`src/rtl/fir_tap_seq_if.sv`:
```
// Bundle between the FIR tap sequencer, its sample/coefficient source, the shared
// mul_sum unit and the output consumer. The slave modport is the sequencer side.
interface fir_tap_seq_if #(
  parameter int SZin = 8,
  parameter int ADRW = 2
);
  logic                  coef_we;
  logic [ADRW-1:0]       coef_addr;
  logic [SZin:0]         coef_wdata;
  logic                  in_valid;
  logic                  in_ready;
  logic [SZin:0]         x_in;
  logic [SZin:0]         ai;
  logic [SZin:0]         xni;
  logic [2*(SZin+1)-1:0] resprev;
  logic [2*(SZin+1):0]   res;
  logic                  y_valid;
  logic [2*(SZin+1)-1:0] y;
  logic                  y_ovf;

  modport master (
    output coef_we, coef_addr, coef_wdata, in_valid, x_in, res,
    input  in_ready, ai, xni, resprev, y_valid, y, y_ovf
  );

  modport slave (
    input  coef_we, coef_addr, coef_wdata, in_valid, x_in, res,
    output in_ready, ai, xni, resprev, y_valid, y, y_ovf
  );
endinterface

```
`src/rtl/fir_tap_seq.sv`:
```
// Serial FIR tap sequencer: walks NTAP taps through one external multiply-accumulate
// unit (mul_sum) and emits one filtered output per accepted sample.
module fir_tap_seq #(
  parameter int SZin    = 8,
  parameter int NTAP    = 4,
  parameter int ADRW    = 2,
  parameter int MUL_LAT = 1
) (
  input logic          clk,
  input logic          rst,
  fir_tap_seq_if.slave bus
);
  localparam int DW = SZin + 1;
  localparam int AW = 2 * DW;
  localparam int WW = $clog2(MUL_LAT + 1);
  localparam logic [WW-1:0]   WAIT_LAST = WW'(MUL_LAT);
  localparam logic [ADRW-1:0] TAP_LAST  = ADRW'(NTAP - 1);

  typedef enum logic [1:0] {IDLE, ISSUE, DONE} state_t;

  state_t          state;
  state_t          state_nxt;
  logic [DW-1:0]   coef [NTAP];
  logic [DW-1:0]   xd   [NTAP];
  logic [AW-1:0]   acc;
  logic            ovf;
  logic [ADRW-1:0] tap;
  logic [WW-1:0]   wcnt;
  logic [AW-1:0]   y_q;
  logic            y_ovf_q;

  logic            in_ready_c;
  logic            y_valid_c;
  logic [DW-1:0]   ai_c;
  logic [DW-1:0]   xni_c;
  logic            last_beat;
  logic            coef_ok;

  assign last_beat = (state == ISSUE) && (wcnt == WAIT_LAST);
  assign coef_ok   = bus.coef_we && (state == IDLE) &&
                     ({1'b0, bus.coef_addr} < (ADRW+1)'(NTAP));

  always_ff @(posedge clk) begin
    if (rst) state <= IDLE;
    else     state <= state_nxt;
  end

  always_comb begin
    state_nxt = state;
    case (state)
      IDLE:    if (bus.in_valid) state_nxt = ISSUE;
      ISSUE:   if (last_beat && (tap == TAP_LAST)) state_nxt = DONE;
      DONE:    state_nxt = IDLE;
      default: state_nxt = IDLE;
    endcase
  end

  always_comb begin
    in_ready_c = 1'b0;
    y_valid_c  = 1'b0;
    ai_c       = '0;
    xni_c      = '0;
    case (state)
      IDLE:  in_ready_c = !rst;
      ISSUE: begin
        ai_c  = coef[tap];
        xni_c = xd[tap];
      end
      DONE:  y_valid_c = 1'b1;
      default: ;
    endcase
  end

  // Operands stay put for MUL_LAT+1 cycles; the result is captured on the last one.
  always_ff @(posedge clk) begin
    if (rst) begin
      for (int k = 0; k < NTAP; k++) begin
        coef[k] <= '0;
        xd[k]   <= '0;
      end
      acc     <= '0;
      ovf     <= 1'b0;
      tap     <= '0;
      wcnt    <= '0;
      y_q     <= '0;
      y_ovf_q <= 1'b0;
    end else begin
      if (coef_ok) coef[bus.coef_addr] <= bus.coef_wdata;
      case (state)
        IDLE: begin
          if (bus.in_valid) begin
            xd[0] <= bus.x_in;
            for (int k = 1; k < NTAP; k++) xd[k] <= xd[k-1];
            acc  <= '0;
            ovf  <= 1'b0;
            tap  <= '0;
            wcnt <= '0;
          end
        end
        ISSUE: begin
          if (last_beat) begin
            acc  <= bus.res[AW-1:0];
            ovf  <= ovf | bus.res[AW];
            wcnt <= '0;
            if (tap == TAP_LAST) begin
              y_q     <= bus.res[AW-1:0];
              y_ovf_q <= ovf | bus.res[AW];
            end else begin
              tap <= tap + 1'b1;
            end
          end else begin
            wcnt <= wcnt + 1'b1;
          end
        end
        default: ;
      endcase
    end
  end

  assign bus.in_ready = in_ready_c;
  assign bus.y_valid  = y_valid_c;
  assign bus.ai       = ai_c;
  assign bus.xni      = xni_c;
  assign bus.resprev  = acc;
  assign bus.y        = y_q;
  assign bus.y_ovf    = y_ovf_q;
endmodule

```
`src/flat_wrapper.sv`:
```
// flat-port wrapper written by rule: the top's interface ports become plain ports
module fir_tap_seq_flat 
#(
  parameter int SZin    = 8,
  parameter int NTAP    = 4,
  parameter int ADRW    = 2,
  parameter int MUL_LAT = 1
)
  (clk, rst, bus_coef_we, bus_coef_addr, bus_coef_wdata, bus_in_valid, bus_x_in, bus_res, bus_in_ready, bus_ai, bus_xni, bus_resprev, bus_y_valid, bus_y, bus_y_ovf);
  fir_tap_seq_if #(.SZin(SZin), .ADRW(ADRW)) bus_i ();
  input logic clk;
  input logic rst;
  input wire logic [$bits(bus_i.coef_we)-1:0] bus_coef_we;
  input wire logic [$bits(bus_i.coef_addr)-1:0] bus_coef_addr;
  input wire logic [$bits(bus_i.coef_wdata)-1:0] bus_coef_wdata;
  input wire logic [$bits(bus_i.in_valid)-1:0] bus_in_valid;
  input wire logic [$bits(bus_i.x_in)-1:0] bus_x_in;
  input wire logic [$bits(bus_i.res)-1:0] bus_res;
  output wire logic [$bits(bus_i.in_ready)-1:0] bus_in_ready;
  output wire logic [$bits(bus_i.ai)-1:0] bus_ai;
  output wire logic [$bits(bus_i.xni)-1:0] bus_xni;
  output wire logic [$bits(bus_i.resprev)-1:0] bus_resprev;
  output wire logic [$bits(bus_i.y_valid)-1:0] bus_y_valid;
  output wire logic [$bits(bus_i.y)-1:0] bus_y;
  output wire logic [$bits(bus_i.y_ovf)-1:0] bus_y_ovf;
  assign bus_i.coef_we = bus_coef_we;
  assign bus_i.coef_addr = bus_coef_addr;
  assign bus_i.coef_wdata = bus_coef_wdata;
  assign bus_i.in_valid = bus_in_valid;
  assign bus_i.x_in = bus_x_in;
  assign bus_i.res = bus_res;
  assign bus_in_ready = bus_i.in_ready;
  assign bus_ai = bus_i.ai;
  assign bus_xni = bus_i.xni;
  assign bus_resprev = bus_i.resprev;
  assign bus_y_valid = bus_i.y_valid;
  assign bus_y = bus_i.y;
  assign bus_y_ovf = bus_i.y_ovf;
  fir_tap_seq #(.SZin(SZin), .NTAP(NTAP), .ADRW(ADRW), .MUL_LAT(MUL_LAT)) u_core (.clk(clk), .rst(rst), .bus(bus_i));
endmodule
```
`config.mk`:
```
export PLATFORM = sky130hd
export DESIGN_NAME = fir_tap_seq_flat
export DESIGN_NICKNAME = d
export VERILOG_FILES = /design/src/rtl/fir_tap_seq_if.sv /design/src/rtl/fir_tap_seq.sv /design/src/flat_wrapper.sv
export SDC_FILE = /design/constraint.sdc
export NUM_CORES = 1
export LEC_CHECK = 0
export BUFFER_PORTS_ARGS = -buffer_cell sky130_fd_sc_hd__buf_4
export CAP_MARGIN = 20
export CORE_ASPECT_RATIO = 0.5
export CORE_UTILIZATION = 40
export DETAILED_ROUTE_END_ITERATION = 10
export SLEW_MARGIN = 10
export SYNTH_ARGS = -nofsm -noshare
export SYNTH_HDL_FRONTEND = slang
export SYNTH_SLANG_ARGS = --single-unit
```
`constraint.sdc`:
```
create_clock -name clk -period 2.9 [get_ports clk]
set_input_delay 0.58 -clock clk [delete_from_list [all_inputs] [get_ports clk]]
set_output_delay 0.58 -clock clk [all_outputs]
set_load 0.1 [all_outputs]
```
Word level (Yosys, flattened, before mapping)
Memory sizes are Yosys's and may differ from the RTL's. A register that Yosys moved wholly into a read port is not among the register bits.
Index checks and enable logic that the tools add are counted.
{"block": "totals", "register_bits": 43, "ram_bits": 72, "input_bits": 43, "mem_count": 2}
{"memory": "u_core.coef", "words": 4, "width": 9, "read_ports": 1, "rd_ports_with_merged_regs": 1, "wr": 4, "line": "fir_tap_seq.sv:23", "rtl": "logic [DW-1:0] coef [NTAP];"}
{"memory": "u_core.xd", "words": 4, "width": 9, "read_ports": 4, "rd_ports_with_merged_regs": 1, "wr": 4, "line": "fir_tap_seq.sv:24", "rtl": "logic [DW-1:0] xd [NTAP];"}
{"block": "classes", "add_sub_neg": 2, "eq_ne": 7, "mux": 39, "bitwise_logic": 5, "n_reduce_logical": 12}
{"cell": "$mux W9", "n": 7}
{"cell": "$mux W18", "n": 2}
{"cell": "$pmux W18 S2", "n": 1}
{"cell": "$mux W2", "n": 10}
{"cell": "$mux W1", "n": 15}
{"cell": "$reduce_or A9 Y1", "n": 1}
{"cell": "$pmux W2 S2", "n": 2}
{"cell": "$ne A2 B2 Y1 const B", "n": 3}
{"cell": "$reduce_and A3 Y1", "n": 2}
{"cell": "$or A1 B1 Y1", "n": 5}
{"cell": "$eq A2 B2 Y1 const B", "n": 2}
{"cell": "$pmux W1 S2", "n": 2}
{"cell": "$reduce_and A2 Y1", "n": 2}
{"cell": "$reduce_and A4 Y1", "n": 1}
{"cell": "$logic_and A1 B1 Y1", "n": 3}
{"cell": "$add A2 B1 Y2 const B", "n": 1}
{"cell": "$eq A2 B1 Y1 const B", "n": 1}
{"cell": "$logic_not A2 Y1", "n": 1}
{"cell": "$ne A2 B1 Y1 const B", "n": 1}
{"cell": "$reduce_bool A2 Y1", "n": 1}
{"cell": "$add A1 B1 Y1 const B", "n": 1}
{"cell": "$logic_not A1 Y1", "n": 1}

Depth between registers and ports, before layout
Gate-level depths: netlist of the first run.
{"block": "depth", "word_depth": 7, "ltp_mapped": 6, "depth_no_buf": 4}

Worst setup path before layout of the first run
No wires, ideal clock.
{"block": "synth_path", "path_kind": "flip-flop to output port", "start": "reg with a tool-made name", "end": "out bus_ai[6]", "arrival_ns": 2.256, "required_ns": 2.320, "path_slack_ns": 0.064, "stages_incl_launch_ff": 5, "path_buffers": 2, "path_cell_list": "dfxtp_1 > buf_6 > buf_6 > mux4_2 > nor2b_1"}
{"element": "to (decl)", "line": "flat_wrapper.sv:20", "rtl": "output wire logic [$bits(bus_i.ai)-1:0] bus_ai;"}

==> report_table.html, run 1 <==
<table>
<tr><th>Metric</th><th>Value</th></tr>
<tr><th colspan="2">Clocking</th></tr>
<tr><td>Hold buffers post-CTS</td><td>0</td></tr>
<tr><td>Clock buffer count from CTS</td><td>17</td></tr>
<tr><td>Buffer levels on the longest clock path</td><td>2</td></tr>
<tr><td>Post-CTS setup buffer count</td><td>0</td></tr>
<tr><td>Post-CTS resize count</td><td>0</td></tr>
<tr><td>Root buffer cell</td><td>sky130_fd_sc_hd__clkbuf_16</td></tr>
<tr><td>Clock-pin slew on the worst setup and hold paths</td><td>roughly 60 ps</td></tr>
<tr><td>TritonCTS clock tree</td><td>yes</td></tr>
<tr><td>Clock net sink count</td><td>117</td></tr>
<tr><td>Number of H-tree branching levels</td><td>4</td></tr>
<tr><td>Source-to-sink clock delay at the later pin of the worst-skew pair</td><td>about 400 ps</td></tr>
<tr><th colspan="2">Pwr</th></tr>
<tr><td>Leak Pwr</td><td>~2.6 nW</td></tr>
<tr><td>Maximum vdd ir drop</td><td>0.000371 V</td></tr>
<tr><td>Total power divided by cell area</td><td>about 670 mW/mm^2</td></tr>
<tr><td>Overall power of the completed layout</td><td>between 0.004 and 0.005 W</td></tr>
<tr><th colspan="2">Floorplanning</th></tr>
<tr><td>Number of cell rows</td><td>28</td></tr>
<tr><td>Initial core utilization</td><td>a little over two fifths</td></tr>
<tr><td>Overall die height</td><td>81.8 um</td></tr>
<tr><td>Full die area</td><td>between 0.01 and 0.015 sq mm</td></tr>
<tr><td>Number of top-level pins</td><td>100</td></tr>
<tr><td>Die W</td><td>roughly 160 um</td></tr>
<tr><td>Core area</td><td>around 0.012 sq mm</td></tr>
<tr><th colspan="2">Logic synthesis</th></tr>
<tr><td>Post-Synthesis Cells</td><td>410</td></tr>
<tr><td>Sequential share of the synthesized area</td><td>between 60 and 70%</td></tr>
<tr><td>Asr flop ratio synth</td><td>0%</td></tr>
<tr><td>Top cell types by occurrence after synthesis</td><td>sky130_fd_sc_hd__edfxtp_1, sky130_fd_sc_hd__dfxtp_1, sky130_fd_sc_hd__a21oi_1, sky130_fd_sc_hd__nand2_1</td></tr>
<tr><td>Post-Syn Area</td><td>0.00509 sq mm</td></tr>
<tr><td>Fraction of synthesized cell area taken by the top area cell type</td><td>42.5%</td></tr>
<tr><td>Register bit count reported by yosys</td><td>117</td></tr>
<tr><td>Dominant cells by area after synthesis</td><td>sky130_fd_sc_hd__edfxtp_1, sky130_fd_sc_hd__dfxtp_1, sky130_fd_sc_hd__mux4_2</td></tr>
<tr><td>Yosys cell types</td><td>38</td></tr>
<tr><td>Cell with the most instances after synthesis</td><td>sky130_fd_sc_hd__edfxtp_1</td></tr>
<tr><td>Number of warnings reported in the yosys synthesis log</td><td>0</td></tr>
<tr><td>Most used flip-flop cell after synthesis</td><td>sky130_fd_sc_hd__edfxtp_1</td></tr>
<tr><td>Cell taking the most area after synthesis</td><td>sky130_fd_sc_hd__edfxtp_1</td></tr>
<tr><td>Number of nets produced by synthesis</td><td>approximately 450</td></tr>
<tr><td>Count of flip-flops with a built-in enable after synthesis</td><td>roughly 70</td></tr>
<tr><td>Post-synthesis average cell area</td><td>12.4 sq um</td></tr>
<tr><th colspan="2">Route</th></tr>
<tr><td>Vias per Instance</td><td>between 5 and 6</td></tr>
<tr><td>Met1 wire length</td><td>roughly 5.7 mm</td></tr>
<tr><td>Initial DRT Pass Iterations</td><td>4</td></tr>
<tr><td>Vias after detailed routing</td><td>around 3500</td></tr>
<tr><td>First-iteration detailed-routing DRC count</td><td>236</td></tr>
<tr><td>Top sig layer</td><td>met4</td></tr>
<tr><td>Met3 wire length</td><td>~750 um</td></tr>
<tr><td>Detailed Route WL</td><td>approximately 11 mm</td></tr>
<tr><td>Post-detailed-route wirelength per cell</td><td>roughly 17 um</td></tr>
<tr><td>Routed wl met2</td><td>a little under 5 mm</td></tr>
<tr><td>Final ANT Viol Nets</td><td>0</td></tr>
<tr><td>Number of DRC violations after detailed routing</td><td>0</td></tr>
<tr><th colspan="2">Flow run</th></tr>
<tr><td>Total of max-cap violations</td><td>0</td></tr>
<tr><th colspan="2">STA</th></tr>
<tr><td>Final slew viol count</td><td>0</td></tr>
<tr><td>Final Setup Violations</td><td>0</td></tr>
<tr><td>Unrepaired setup endpoints after global routing</td><td>false</td></tr>
<tr><td>Crit share post-route</td><td>slightly below 90%</td></tr>
<tr><td>Max Clk Rate</td><td>between 300 and 400 MHz</td></tr>
<tr><td>Worst max-slew margin expressed relative to the limit</td><td>between 40% and 50%</td></tr>
<tr><td>Hold violation total from the final report</td><td>0</td></tr>
<tr><td>Clk_skew</td><td>a little under 9 ps</td></tr>
<tr><td>Slew of the pin with the lowest slew margin</td><td>842 ps</td></tr>
<tr><td>Post-layout min period</td><td>approximately 2500 ps</td></tr>
<tr><td>Total negative slack for setup checks</td><td>0 ps</td></tr>
<tr><th colspan="2">Worst setup path</th></tr>
<tr><td>Startpoint type of the worst setup path</td><td>flop</td></tr>
<tr><td>Data required, critical path</td><td>between 2000 and 2500 ps</td></tr>
<tr><td>Master of the slowest instance on the critical path</td><td>sky130_fd_sc_hd__mux4_2</td></tr>
<tr><td>Worst-path maximum fanout</td><td>13</td></tr>
<tr><td>Kind of critical path</td><td>flop to output pin</td></tr>
<tr><td>Data arrival time of the worst path</td><td>around 2000 ps</td></tr>
<tr><td>Slowest stage delay, CP</td><td>around 530 ps</td></tr>
<tr><td>CP Capture Type</td><td>output pin</td></tr>
<tr><td>Critical Path Most Common Cell</td><td>sky130_fd_sc_hd__buf_4</td></tr>
<tr><td>Cells along the critical path</td><td>buf_4, mux4_2, nor2b_1, buf_4</td></tr>
<tr><th colspan="2">GRT</th></tr>
<tr><td>Wire length of the first global-routing pass</td><td>17.9 mm</td></tr>
<tr><td>Vias in the first global route</td><td>roughly 3300</td></tr>
<tr><td>Pin count of the biggest net entering global routing</td><td>just under 50</td></tr>
<tr><td>Global route total overflow</td><td>0</td></tr>
<tr><td>Initial antenna violation count</td><td>0</td></tr>
<tr><td>Aggregate global-route resource usage</td><td>a little under a fifth</td></tr>
<tr><th colspan="2">Hold path</th></tr>
<tr><td>Worst min-delay path category</td><td>input pin to flop</td></tr>
<tr><th colspan="2">Final layout</th></tr>
<tr><td>Area growth from synthesis to layout</td><td>28.4%</td></tr>
<tr><td>Multi-input gate area in the final layout</td><td>approximately 0.0018 sq mm</td></tr>
<tr><td>Fill count</td><td>1029</td></tr>
<tr><td>Share of layout cells above drive strength 1</td><td>around a third</td></tr>
<tr><td>Final Net Count</td><td>550</td></tr>
<tr><td>Register area</td><td>between 0.003 and 0.004 sq mm</td></tr>
<tr><td>Core utilization of the finished layout</td><td>between 50% and 60%</td></tr>
<tr><td>Count of non-filler cells in the finished layout</td><td>684</td></tr>
<tr><td>Antenna Diode Count</td><td>0</td></tr>
<tr><th colspan="2">Placed design</th></tr>
<tr><td>Placer Congestion</td><td>around 0.73</td></tr>
<tr><td>Buffers on Ports</td><td>between 90 and 100</td></tr>
<tr><td>Placed wire-length estimate</td><td>between 7 and 8 mm</td></tr>
<tr><td>Placed Instances</td><td>between 600 and 700</td></tr>
<tr><th colspan="2">Status</th></tr>
<tr><td>Status</td><td>complete, no violations</td></tr>
</table>
[through the flow]
step           instance area [sq um]  hold WS, ps  setup WS, ps
2_1_floorplan                   5090          460          64.4
3_3_place_gp                    5960          444           564
3_5_place_dp                    5960          448           407
4_1_cts                         6530          411           323
5_1_grt                         6530          409           208
6_report                        6530          422           363
[critical path, delay by kind of cell (launching register included)]
family        cells  cell delay, ps
buf+inv           2             530
flops             1             320
mux               1             530
simple gates      1             150
[final cells by class]
cell class	instances	share of cell area (%)
Inverter	1	0.0574
Sequential cell	117	46.9
Timing Repair Buffer	114	13.1
Multi-Input combinational cell	255	28.0
Clock inverter	14	2.20
Clock buffer	18	6.57
Tap cell	165	3.16
[per-layer routing]
metal	up-vias	track usage, %
met4	0	6.51
met2	89	26.7
met5	-	0
met1	1678	25.2
met3	13	7.53
li1	1693	-
[report_power, final]
part | leakage (nW) | switching, W | internal [W]
clock network | 0.274 | 0.000823 | 0.00120
registers | 1.13 | 0.0000370 | 0.00185
logic | 1.23 | 0.000318 | 0.000149
total | 2.63 | 0.00118 | 0.00320
[registers in the layout, summed over array words and instances, names as in the netlist, named ones only]
name,cells
u_core.coef,36
u_core.xd,36
u_core.bus.resprev,18
u_core.bus.y,18
u_core.state,2
u_core.tap,2
u_core.bus.y_ovf,1
u_core.ovf,1
u_core.wcnt,1
[final timing paths]
path	startpoint	to	slack (ps)	depth (start not counted)
min	bus_res[2]	u_core.bus.y[2]	420	3
min reg2reg	u_core.bus.y[2]	u_core.bus.y[2]	450	2
max	flop	bus_xni[8]	360	4
max reg2reg	u_core.state[1]	u_core.coef[0][5]	640	3
[cell usage in the layout, fill, tap and decap left out, types with 19 or more instances in the layout]
cell type / netlist / final
sky130_fd_sc_hd__a21oi_1: 38 / 38
sky130_fd_sc_hd__buf_4: 4 / 114
sky130_fd_sc_hd__edfxtp_1: 72 / 72
sky130_fd_sc_hd__nor2b_1: 19 / 19
sky130_fd_sc_hd__and2_1: 36 / 36
sky130_fd_sc_hd__nand4b_1: 19 / 19
sky130_fd_sc_hd__nand2_1: 38 / 38
sky130_fd_sc_hd__o21ai_0: 19 / 19
sky130_fd_sc_hd__dfxtp_1: 45 / 45
sky130_fd_sc_hd__and3_1: 36 / 36
[cells by family (layout without fill, tap and decap cells)]
group           count (synthesis)  count (layout)  synth area share [%]
buf+inv                        38             147                  3.83
flops                         117             117                  60.2
simple gates                  171             171                  20.8
mux                            19              19                  8.23
compound gates                 64              64                  6.74
fa+ha+maj                       1               1                 0.246
No activity file was read; power rests on OpenSTA's default activity.
==> run 2: changes to the inputs <==
Settings changed: RECOVER_POWER from default to 100.
==> report_table.html, run 2 (synthesis results as in run 1) <==
<table>
<tr><th>Metric</th><th>Value</th></tr>
<tr><th colspan="2">Worst setup path</th></tr>
<tr><td>Worst-path maximum fanout</td><td>13 (unchanged)</td></tr>
<tr><td>Worst r2r dst</td><td>u_core.coef[0][5]</td></tr>
<tr><td>Data required, critical path</td><td>2320 ps (about the same)</td></tr>
<tr><td>Count of cells along the worst register-to-register path</td><td>3 (unchanged)</td></tr>
<tr><td>FF-to-FF setup slack</td><td>300 ps (-340 ps)</td></tr>
<tr><td>CP Capture Type</td><td>output pin</td></tr>
<tr><td>Startpoint type of the worst setup path</td><td>flop</td></tr>
<tr><td>FF-to-FF Start</td><td>u_core.state[1]</td></tr>
<tr><td>Kind of critical path</td><td>flop to output pin</td></tr>
<tr><td>Data arrival time of the worst path</td><td>2090 ps (+130 ps)</td></tr>
<tr><th colspan="2">GRT</th></tr>
<tr><td>Wire length of the first global-routing pass</td><td>17.9 mm (unchanged)</td></tr>
<tr><td>Met3 Usage GRT</td><td>7.53% (unchanged)</td></tr>
<tr><td>Global-route track usage on met1</td><td>25.2% (unchanged)</td></tr>
<tr><td>Global routing usage on met2</td><td>26.7% (unchanged)</td></tr>
<tr><td>Vias in the first global route</td><td>3310 (unchanged)</td></tr>
<tr><td>Gr busiest metal</td><td>met2</td></tr>
<tr><td>Global route total overflow</td><td>0 (unchanged)</td></tr>
<tr><td>Aggregate global-route resource usage</td><td>18.5% (unchanged)</td></tr>
<tr><td>Initial antenna violation count</td><td>0 (unchanged)</td></tr>
<tr><td>Pin count of the biggest net entering global routing</td><td>49 (unchanged)</td></tr>
<tr><th colspan="2">STA</th></tr>
<tr><td>Worst max-slew margin expressed relative to the limit</td><td>14.1% (-30 points)</td></tr>
<tr><td>Clk_skew</td><td>9.23 ps (+0.306 ps)</td></tr>
<tr><td>Post-layout min period</td><td>2670 ps (+128 ps)</td></tr>
<tr><td>Final Setup Violations</td><td>0 (unchanged)</td></tr>
<tr><td>Final worst setup slack</td><td>235 ps (-128 ps)</td></tr>
<tr><td>Unrepaired setup endpoints after global routing</td><td>false</td></tr>
<tr><td>Total negative slack for setup checks</td><td>0 ps (unchanged)</td></tr>
<tr><td>Hold violation total from the final report</td><td>0 (unchanged)</td></tr>
<tr><td>Slew of the pin with the lowest slew margin</td><td>1290 ps (+447 ps)</td></tr>
<tr><td>Max Clk Rate</td><td>375 MHz (-4.8%)</td></tr>
<tr><td>Final slew viol count</td><td>0 (unchanged)</td></tr>
<tr><td>Crit share post-route</td><td>91.9% (+4.4 points)</td></tr>
<tr><td>Worst Hold Margin</td><td>424 ps (+2.02 ps)</td></tr>
<tr><th colspan="2">Hold path</th></tr>
<tr><td>Launch point of the worst hold path</td><td>bus_res[2]</td></tr>
<tr><td>Worst Hold Path Cells</td><td>3 (unchanged)</td></tr>
<tr><td>Worst min-delay path category</td><td>input pin to flop</td></tr>
<tr><td>Worst Hold Path EP</td><td>u_core.bus.y[2]</td></tr>
<tr><th colspan="2">Route</th></tr>
<tr><td>Post-detailed-route wirelength per cell</td><td>16.7 um (-0.60%)</td></tr>
<tr><td>Initial DRT Pass Iterations</td><td>4 (unchanged)</td></tr>
<tr><td>Detailed Route WL</td><td>11.4 mm (-0.60%)</td></tr>
<tr><td>Final ANT Viol Nets</td><td>0 (unchanged)</td></tr>
<tr><td>First-iteration detailed-routing DRC count</td><td>224 (-5.1%)</td></tr>
<tr><td>Vias per Instance</td><td>5.07 (-0.23%)</td></tr>
<tr><td>Number of DRC violations after detailed routing</td><td>0 (unchanged)</td></tr>
<tr><td>Vias after detailed routing</td><td>3465 (-0.23%)</td></tr>
<tr><th colspan="2">Final layout</th></tr>
<tr><td>Leading cell types in the layout, fill and taps excluded</td><td>sky130_fd_sc_hd__edfxtp_1, sky130_fd_sc_hd__buf_4, sky130_fd_sc_hd__dfxtp_1</td></tr>
<tr><td>Most common cell after layout, fill and taps aside</td><td>sky130_fd_sc_hd__edfxtp_1</td></tr>
<tr><td>Largest regs</td><td>u_core.coef (36), u_core.xd (36)</td></tr>
<tr><td>Final Net Count</td><td>550 (unchanged)</td></tr>
<tr><td>Area growth from synthesis to layout</td><td>23.9%</td></tr>
<tr><td>Antenna Diode Count</td><td>0 (unchanged)</td></tr>
<tr><td>Share of layout cells above drive strength 1</td><td>24.5% (-8.7 points)</td></tr>
<tr><th colspan="2">Pwr</th></tr>
<tr><td>P_int</td><td>0.00318 W (-0.65%)</td></tr>
<tr><td>Part of the total power dissipated in the clock network</td><td>46.4% (+0.2 points)</td></tr>
<tr><td>Reg power frac</td><td>43.4% (+0.3 points)</td></tr>
<tr><td>Sw frac</td><td>26.9% (about the same)</td></tr>
<tr><td>Net Switching</td><td>0.00117 W (-0.73%)</td></tr>
<tr><td>Comb power frac</td><td>10.2% (-0.5 points)</td></tr>
<tr><td>Maximum vdd ir drop</td><td>0.000366 V (-1.3%)</td></tr>
<tr><td>Leak Pwr</td><td>2.41 nW (-8.4%)</td></tr>
<tr><td>Total power divided by cell area</td><td>690 mW/mm^2 (+2.9%)</td></tr>
<tr><th colspan="2">Clocking</th></tr>
<tr><td>Clock buffer count from CTS</td><td>17 (unchanged)</td></tr>
<tr><td>Post-CTS setup buffer count</td><td>0 (unchanged)</td></tr>
<tr><td>TritonCTS clock tree</td><td>yes</td></tr>
<tr><td>Buffer levels on the longest clock path</td><td>2 (unchanged)</td></tr>
<tr><td>Source-to-sink clock delay at the later pin of the worst-skew pair</td><td>410 ps (about the same)</td></tr>
<tr><td>Hold buffers post-CTS</td><td>0 (unchanged)</td></tr>
<tr><td>Number of H-tree branching levels</td><td>4 (unchanged)</td></tr>
<tr><td>Clock-pin slew on the worst setup and hold paths</td><td>60 ps (about the same)</td></tr>
<tr><td>Post-CTS resize count</td><td>0 (unchanged)</td></tr>
<tr><td>Clock net sink count</td><td>117 (unchanged)</td></tr>
<tr><td>Root buffer cell</td><td>sky130_fd_sc_hd__clkbuf_16</td></tr>
<tr><th colspan="2">Floorplanning</th></tr>
<tr><td>Initial core utilization</td><td>42.1% (unchanged)</td></tr>
<tr><td>Core area</td><td>0.0121 sq mm (unchanged)</td></tr>
<tr><td>Overall die height</td><td>81.8 um (unchanged)</td></tr>
<tr><td>Number of top-level pins</td><td>100 (unchanged)</td></tr>
<tr><td>Die W</td><td>162 um (unchanged)</td></tr>
<tr><td>Full die area</td><td>0.0132 sq mm (unchanged)</td></tr>
<tr><td>Number of cell rows</td><td>28 (unchanged)</td></tr>
<tr><th colspan="2">Placed design</th></tr>
<tr><td>Post-Place Setup Slack</td><td>407 ps (unchanged)</td></tr>
<tr><td>Buffers on Ports</td><td>99 (unchanged)</td></tr>
<tr><td>Placer Congestion</td><td>0.729 (unchanged)</td></tr>
<tr><td>Placed wire-length estimate</td><td>7.19 mm (unchanged)</td></tr>
<tr><th colspan="2">Status</th></tr>
<tr><td>Status</td><td>complete, no violations</td></tr>
<tr><th colspan="2">Flow run</th></tr>
<tr><td>Total of max-cap violations</td><td>0 (unchanged)</td></tr>
</table>
-- run 2: through the flow --
stage / cells / power (W) / utilization (%) / area (sq um)
after floorplan: 410 / 0.00224 / - / 5090
after global placement: 652 / 0.00239 / 49.3 / 5960
after detailed placement: 652 / 0.00239 / 49.3 / 5960
after CTS: 684 / 0.00441 / 54.1 / 6530
after global routing: 684 / 0.00452 / 52.2 / 6300
final: 684 / 0.00435 / 52.2 / 6300
-- run 2: worst max-delay path, cell delays in order (launching register included) --
cell and delay, ps:
sky130_fd_sc_hd__dfxtp_1 320, sky130_fd_sc_hd__buf_4 290, sky130_fd_sc_hd__mux4_2 530, sky130_fd_sc_hd__nor2b_1 150, sky130_fd_sc_hd__clkbuf_2 390
-- run 2: power groups by stage --
stage	Clock [W]	Sequential, W	Combinational (W)
finish	0.00202	0.00189	0.000445
global route	0.00215	0.00190	0.000474
CTS	0.00205	0.00189	0.000472
detailed placement	0	0.00192	0.000471
global placement	0	0.00192	0.000470
floorplan	0	0.00195	0.000297
-- run 2: worst max path at each step --
stage	end	cells after the start
finish	bus_xni[5]	4
global route	bus_xni[2]	4
CTS	bus_xni[8]	4
detailed placement	u_core.coef[0][7]	4
global placement	u_core.coef[0][4]	4
floorplan	bus_ai[6]	4
-- run 2: layer usage --
| layer | share of wire (%) | vias to the layer above |
|---|---|---|
| li1 | - | 1694 |
| met5 | 0 | - |
| met4 | 0.73 | 0 |
| met2 | 43 | 96 |
| met1 | 50 | 1669 |
| met3 | 6.6 | 6 |
-- run 2: area by class of cell --
cell class	instances	area [sq um]
well taps	165	206
multi-input cells	255	1810
clock inverters	14	144
fillers	1082	5780
inverters	1	3.75
clock buffers	18	429
repair buffers	114	644
flip-flops and latches	117	3060
